`config.mk`:
```
export PLATFORM = sky130hd
export DESIGN_NAME = periph_timer_uart_flat
export DESIGN_NICKNAME = d
export VERILOG_FILES = /design/src/rtl/periph_timer_uart_if.sv /design/src/rtl/periph_timer_uart.sv /design/src/flat_wrapper.sv
export SDC_FILE = /design/constraint.sdc
export NUM_CORES = 1
export LEC_CHECK = 0
export BUFFER_PORTS_ARGS = -buffer_cell sky130_fd_sc_hd__clkbuf_2
export CAP_MARGIN = 15
export CORE_MARGIN = 2
export CORE_UTILIZATION = 50
export CTS_CLUSTER_SIZE = 8
export DETAILED_ROUTE_END_ITERATION = 8
export GPL_ROUTABILITY_DRIVEN = 0
export GPL_TIMING_DRIVEN = 0
export PLACE_DENSITY = 0.73
export SLEW_MARGIN = 10
export SYNTH_ARGS = -nofsm -noshare
export SYNTH_HDL_FRONTEND = slang
export SYNTH_SLANG_ARGS = --single-unit
```
`constraint.sdc`:
```
create_clock -name clk -period 5.5 [get_ports clk]
set_input_delay 1.1 -clock clk [delete_from_list [all_inputs] [get_ports clk]]
set_output_delay 1.1 -clock clk [all_outputs]
set_load 0.05 [all_outputs]
```
`src/rtl/periph_timer_uart_if.sv`:
```
// Memory-stage bus into the timer/UART peripheral: strobes, address and data.
// rdata is driven combinationally by the peripheral.
interface periph_timer_uart_if;
  logic        rd;
  logic        wr;
  logic [31:0] addr;
  logic [31:0] wdata;
  logic [31:0] rdata;

  modport master (output rd, wr, addr, wdata, input rdata);
  modport slave  (input rd, wr, addr, wdata, output rdata);
endinterface

```
`src/rtl/periph_timer_uart.sv`:
```
// Memory-mapped peripheral: auto-reloading 32-bit timer with interrupt,
// LED and seven-segment registers, and an 8N1 UART transmitter.
module periph_timer_uart #(
  parameter int BAUD_DIV = 10416
) (
  input  logic                       clk,
  input  logic                       reset,
  periph_timer_uart_if.slave         bus,
  output logic [7:0]                 led,
  output logic [11:0]                digi,
  output logic                       irqout,
  output logic                       UART_TX
);

  localparam logic [5:0] OFF_TH   = 6'h00;
  localparam logic [5:0] OFF_TL   = 6'h04;
  localparam logic [5:0] OFF_TCON = 6'h08;
  localparam logic [5:0] OFF_LED  = 6'h0C;
  localparam logic [5:0] OFF_DIGI = 6'h14;
  localparam logic [5:0] OFF_TXD  = 6'h18;
  localparam logic [5:0] OFF_UCON = 6'h20;

  localparam logic [15:0] BAUD_LAST = 16'(BAUD_DIV - 1);

  typedef enum logic [1:0] {IDLE, START, DATA, STOP} tx_state_t;

  logic [5:0]  off;
  logic        unused_addr_bits;
  logic        wr_th, wr_tl, wr_tcon, wr_led, wr_digi, wr_txd, rd_ucon;
  logic [31:0] th, tl;
  logic [2:0]  tcon;
  logic        reload;
  tx_state_t   state;
  logic [15:0] baud_cnt;
  logic        baud_end;
  logic [2:0]  bit_idx;
  logic [7:0]  txd;
  logic        done;
  logic        busy;

  assign off              = bus.addr[5:0];
  assign unused_addr_bits = &{1'b0, bus.addr[31:6]};

  assign wr_th   = bus.wr && (off == OFF_TH);
  assign wr_tl   = bus.wr && (off == OFF_TL);
  assign wr_tcon = bus.wr && (off == OFF_TCON);
  assign wr_led  = bus.wr && (off == OFF_LED);
  assign wr_digi = bus.wr && (off == OFF_DIGI);
  assign wr_txd  = bus.wr && (off == OFF_TXD);
  assign rd_ucon = bus.rd && (off == OFF_UCON);

  // A CPU write to TL suppresses both the count and the reload on that edge.
  assign reload   = tcon[0] && !wr_tl && (tl == 32'hFFFF_FFFF);
  assign irqout   = tcon[1] & tcon[2];
  assign baud_end = (baud_cnt == BAUD_LAST);
  assign busy     = (state != IDLE);

  always_ff @(posedge clk or posedge reset) begin
    if (reset) begin
      th   <= '0;
      tl   <= '0;
      tcon <= '0;
    end else begin
      if (wr_th)
        th <= bus.wdata;
      if (wr_tl)
        tl <= bus.wdata;
      else if (tcon[0])
        tl <= reload ? th : tl + 32'd1;
      if (wr_tcon)
        tcon <= bus.wdata[2:0];
      else if (reload && tcon[1])
        tcon[2] <= 1'b1;
    end
  end

  always_ff @(posedge clk or posedge reset) begin
    if (reset) begin
      led  <= '0;
      digi <= '0;
    end else begin
      if (wr_led)
        led <= bus.wdata[7:0];
      if (wr_digi)
        digi <= bus.wdata[11:0];
    end
  end

  // UART_TX is registered alongside the state so it changes exactly on state entry.
  always_ff @(posedge clk or posedge reset) begin
    if (reset) begin
      state    <= IDLE;
      baud_cnt <= '0;
      bit_idx  <= '0;
      txd      <= '0;
      UART_TX  <= 1'b1;
      done     <= 1'b0;
    end else begin
      if (state == STOP && baud_end)
        done <= 1'b1;
      else if (rd_ucon)
        done <= 1'b0;

      case (state)
        IDLE: begin
          if (wr_txd) begin
            txd      <= bus.wdata[7:0];
            state    <= START;
            baud_cnt <= '0;
            UART_TX  <= 1'b0;
          end
        end
        START: begin
          if (baud_end) begin
            state    <= DATA;
            baud_cnt <= '0;
            bit_idx  <= '0;
            UART_TX  <= txd[0];
          end else begin
            baud_cnt <= baud_cnt + 16'd1;
          end
        end
        DATA: begin
          if (baud_end) begin
            baud_cnt <= '0;
            if (bit_idx == 3'd7) begin
              state   <= STOP;
              UART_TX <= 1'b1;
            end else begin
              bit_idx <= bit_idx + 3'd1;
              UART_TX <= txd[bit_idx + 3'd1];
            end
          end else begin
            baud_cnt <= baud_cnt + 16'd1;
          end
        end
        STOP: begin
          if (baud_end) begin
            state    <= IDLE;
            baud_cnt <= '0;
            UART_TX  <= 1'b1;
          end else begin
            baud_cnt <= baud_cnt + 16'd1;
          end
        end
        default: state <= IDLE;
      endcase
    end
  end

  always_comb begin
    bus.rdata = '0;
    if (bus.rd) begin
      case (off)
        OFF_TH:   bus.rdata = th;
        OFF_TL:   bus.rdata = tl;
        OFF_TCON: bus.rdata = {29'd0, tcon};
        OFF_LED:  bus.rdata = {24'd0, led};
        OFF_DIGI: bus.rdata = {20'd0, digi};
        OFF_TXD:  bus.rdata = {24'd0, txd};
        OFF_UCON: bus.rdata = {28'd0, done, busy, 2'b00};
        default:  bus.rdata = '0;
      endcase
    end
  end

endmodule
```
`src/flat_wrapper.sv`:
```
// flat-port wrapper written by rule: the top's interface ports become plain ports
module periph_timer_uart_flat 
#(
  parameter int BAUD_DIV = 10416
)
  (clk, reset, led, digi, irqout, UART_TX, bus_rd, bus_wr, bus_addr, bus_wdata, bus_rdata);
  periph_timer_uart_if bus_i ();
  input  logic clk;
  input  logic reset;
  output logic [7:0] led;
  output logic [11:0] digi;
  output logic irqout;
  output logic UART_TX;
  input wire logic [$bits(bus_i.rd)-1:0] bus_rd;
  input wire logic [$bits(bus_i.wr)-1:0] bus_wr;
  input wire logic [$bits(bus_i.addr)-1:0] bus_addr;
  input wire logic [$bits(bus_i.wdata)-1:0] bus_wdata;
  output wire logic [$bits(bus_i.rdata)-1:0] bus_rdata;
  assign bus_i.rd = bus_rd;
  assign bus_i.wr = bus_wr;
  assign bus_i.addr = bus_addr;
  assign bus_i.wdata = bus_wdata;
  assign bus_rdata = bus_i.rdata;
  periph_timer_uart #(.BAUD_DIV(BAUD_DIV)) u_core (.clk(clk), .reset(reset), .bus(bus_i), .led(led), .digi(digi), .irqout(irqout), .UART_TX(UART_TX));
endmodule
```
==> metrics.csv <==
metric,value,unit
num-fill-cells,1124,
hold_depth,1,
dp_hpwl,13700,um
timing.rr.end,u_core.tl[31]$_DFFE_PP0P_,
rsz0062_at_grt,false,
yosysWarnings,0,
place_inst,964,
hold_violations,0,
grt_start_max_net_pins,70,
cts_root_buffer,clkbuf_16,
status,finished clean,
wirelength,19500,um
die_area,14600,um^2
worstPathArrival,3490,ps
syn2layout_area_growth,18.6,%
required,4400,ps
cts_max_level,4,
port_buffers,94,
clk-insertion-delay-late,430,ps
grt_use_total,28.0,%
p_per_area,391,nW/um^2
gr-total-overflow,0,
start_util,51.5,%
regToRegStartpoint,u_core.tl[2]$_DFFE_PP0P_,
viasPerCell,6.23,
synth_seq_area_share,43.2,%
max_freq,218,MHz
worstPathCellList,clkbuf_2 -> or4_4 -> nor3_2 -> clkbuf_1 -> a222oi_1 -> a21oi_1 -> clkbuf_2,
fin_area,8120,um^2
drive_gt1_share,27.2,%
grt_pass1_wl,31900,um
clock-sinks,118,
start_kind,input pin,
cts.reportedPaths.clkPinSlew,60,ps
hold_buffers,0,
fin_crit_sh,83.5,%
drt_iter0_drc,599,
post_cts_resize_count,0,
cts_buffers,17,
core,13300,um^2
post-route-min-period,4590,ps
diodes,0,
worst_hold_path_type,reg2reg,
fin_nets,883,
syn_inst,693,
critical_path_class,in2out,
clk_path_buf_depth,2,
synth-seq-cells,118,
tritoncts,built,
cp-end-kind,output port,
synth_edf_count,0,
vdd_drop_max,0.237,mV
ys_types,69,
hold_path_startpoint,u_core.baud_cnt[13]$_DFFE_PP0N_,
rrSetupSlack,2920,ps
fin_cells,995,
cts_setup_buffers,0,
syn_area,6840,um^2
worstPathMaxFanout,10,
vias,6196,
slew-limit-headroom,37.3,%
firstDrtPassIters,5,
min_to,u_core.baud_cnt[13]$_DFFE_PP0N_,
crit_family,buffers and inverters,
p_leak,0.00366,uW
wl_per_cell,19.6,um
fp.dieW,121,um
syn-mean-instance-area,9.88,um^2
die_h,121,um
reg2reg_depth,5,
setup_viol,0,
ant_nets,0,
synthArstFlopShare,100,%
maxCapViolations,0,
tightest_slew,937,ps
rows,42,
critPathMaxStageDelay,620,ps
drc,0,
fin_skew,7.18,ps
synth_nets,769,
antenna_found_initial,0,
finalMaxSlewViolations,0,
cp_common_cell,clkbuf_2,
synth_ff_type,dfrtp_1,
boundaryPins,122,
cp_slowest_cell,or4_4,
placed_area,7570,um^2
grt_pass1_vias,6198,
cp_num_buf_inv,3,
==> per-stage QoR <==
| stage | TNS, ps | hold slack (ps) | setup WS (ps) | power, uW | utilization [%] |
|---|---|---|---|---|---|
| floorplan | 0 | 467 | 1270 | 1890 | - |
| global placement | -14580 | 491 | -133 | 2090 | 56.7 |
| detailed placement | 0 | 510 | 1020 | 2140 | 56.9 |
| CTS | 0 | 521 | 1010 | 3180 | 61.0 |
| global route | 0 | 528 | 825 | 3350 | 61.0 |
| finish | 0 | 517 | 909 | 3170 | 61.0 |
==> state kept, by name (all words and copies together) (netlist names) <==
signal	flops
u_core.UART_TX	1
u_core.tcon	3
u_core.tl	32
u_core.baud_cnt	16
u_core.bit_idx	3
u_core.led	8
u_core.th	32
u_core.state	2
u_core.done	1
u_core.txd	8
u_core.digi	12
==> logic make-up after synthesis <==
| group | after synthesis | synth area share [%] |
|---|---|---|
| AOI/OAI and AO/OA | 184 | 17.1 |
| xor gates and xnor gates | 25 | 3.20 |
| and+or+nand+nor | 230 | 18.9 |
| muxes | 76 | 12.8 |
| buffers and inverters | 52 | 3.33 |
| adders and majority gates | 8 | 1.46 |
| DFF | 118 | 43.2 |
==> report_power, final <==
part,switching (uW),internal [uW]
Clock,405,624
Sequential,255,1070
Combinational,478,344
==> metal layers <==
metal,share of wire [%],GRT usage (%),up-vias
met5,0,0,-
met4,2.4,13.2,0
met3,7.9,6.34,41
met2,48,42.9,292
met1,42,37.8,3052
li1,-,-,2811
==> cell type report <==
type                    instances  area, um^2  share of cell area [%]
multi-input cells             523        3660                    45.1
flip-flops and latches        118        2950                    36.4
repair buffers                 95         498                    6.14
clock buffers                  18         439                    5.41
well taps                     176         220                    2.71
plain buffers                  41         186                    2.30
clock inverters                13         110                    1.36
inverters                      11        46.3                   0.570
==> layout by cell type (no fill, tap or decap), types with 4 or more instances in the layout <==
master	n
and3_1	12
o31ai_1	7
nor3b_1	22
clkbuf_1	22
a211o_1	4
nand3_1	36
nor4_1	5
mux2_2	56
clkinv_2	5
a31oi_1	10
mux2_1	8
buf_2	10
nor2_1	56
a22oi_1	29
a22o_1	7
ha_1	8
clkbuf_16	17
xnor2_1	11
nand4_1	5
nand2b_1	4
nand2_1	44
inv_1	10
nor3_1	9
clkinvlp_4	5
xor2_1	14
buf_1	4
o21ai_1	20
dfrtp_1	117
o21ai_0	40
a21oi_1	44
nor2b_1	6
a222oi_1	9
mux2i_1	9
clkbuf_2	95
==> cells in the mapped netlist, types with 4 or more instances <==
master,instances,share of area (%)
dfrtp_1,117,43
mux2_2,56,9.2
nor2_1,56,3.1
a21oi_1,44,3.2
nand2_1,44,2.4
o21ai_0,40,2.9
nand3_1,36,2.6
a22oi_1,29,3.2
clkbuf_1,22,1.2
nor3b_1,22,2.4
o21ai_1,20,1.5
xor2_1,14,1.8
and3_1,12,1.1
inv_1,11,0.60
xnor2_1,11,1.4
a31oi_1,10,0.91
buf_2,10,0.73
a222oi_1,9,1.3
mux2i_1,9,1.3
nor3_1,9,0.66
ha_1,8,1.5
mux2_1,8,1.3
a22o_1,7,0.90
o31ai_1,7,0.77
nor2b_1,6,0.55
nand4_1,5,0.46
nor4_1,5,0.46
a211o_1,4,0.51
buf_1,4,0.22
nand2b_1,4,0.37
==> worst max-delay path by stage <==
stage | start | to | slack [ps] | cells past startpoint
floorplan | reset | u_core.baud_cnt[0]$_DFFE_PP0N_ | 1270 | 1
global placement | reset | u_core.th[13]$_DFFE_PP0P_ | -130 | 2
detailed placement | bus_addr[5] | bus_rdata[0] | 1020 | 7
CTS | bus_addr[5] | bus_rdata[0] | 1010 | 7
global route | bus_addr[5] | bus_rdata[0] | 830 | 7
finish | bus_addr[5] | bus_rdata[0] | 910 | 7
No activity file was read; power rests on OpenSTA's default activity.
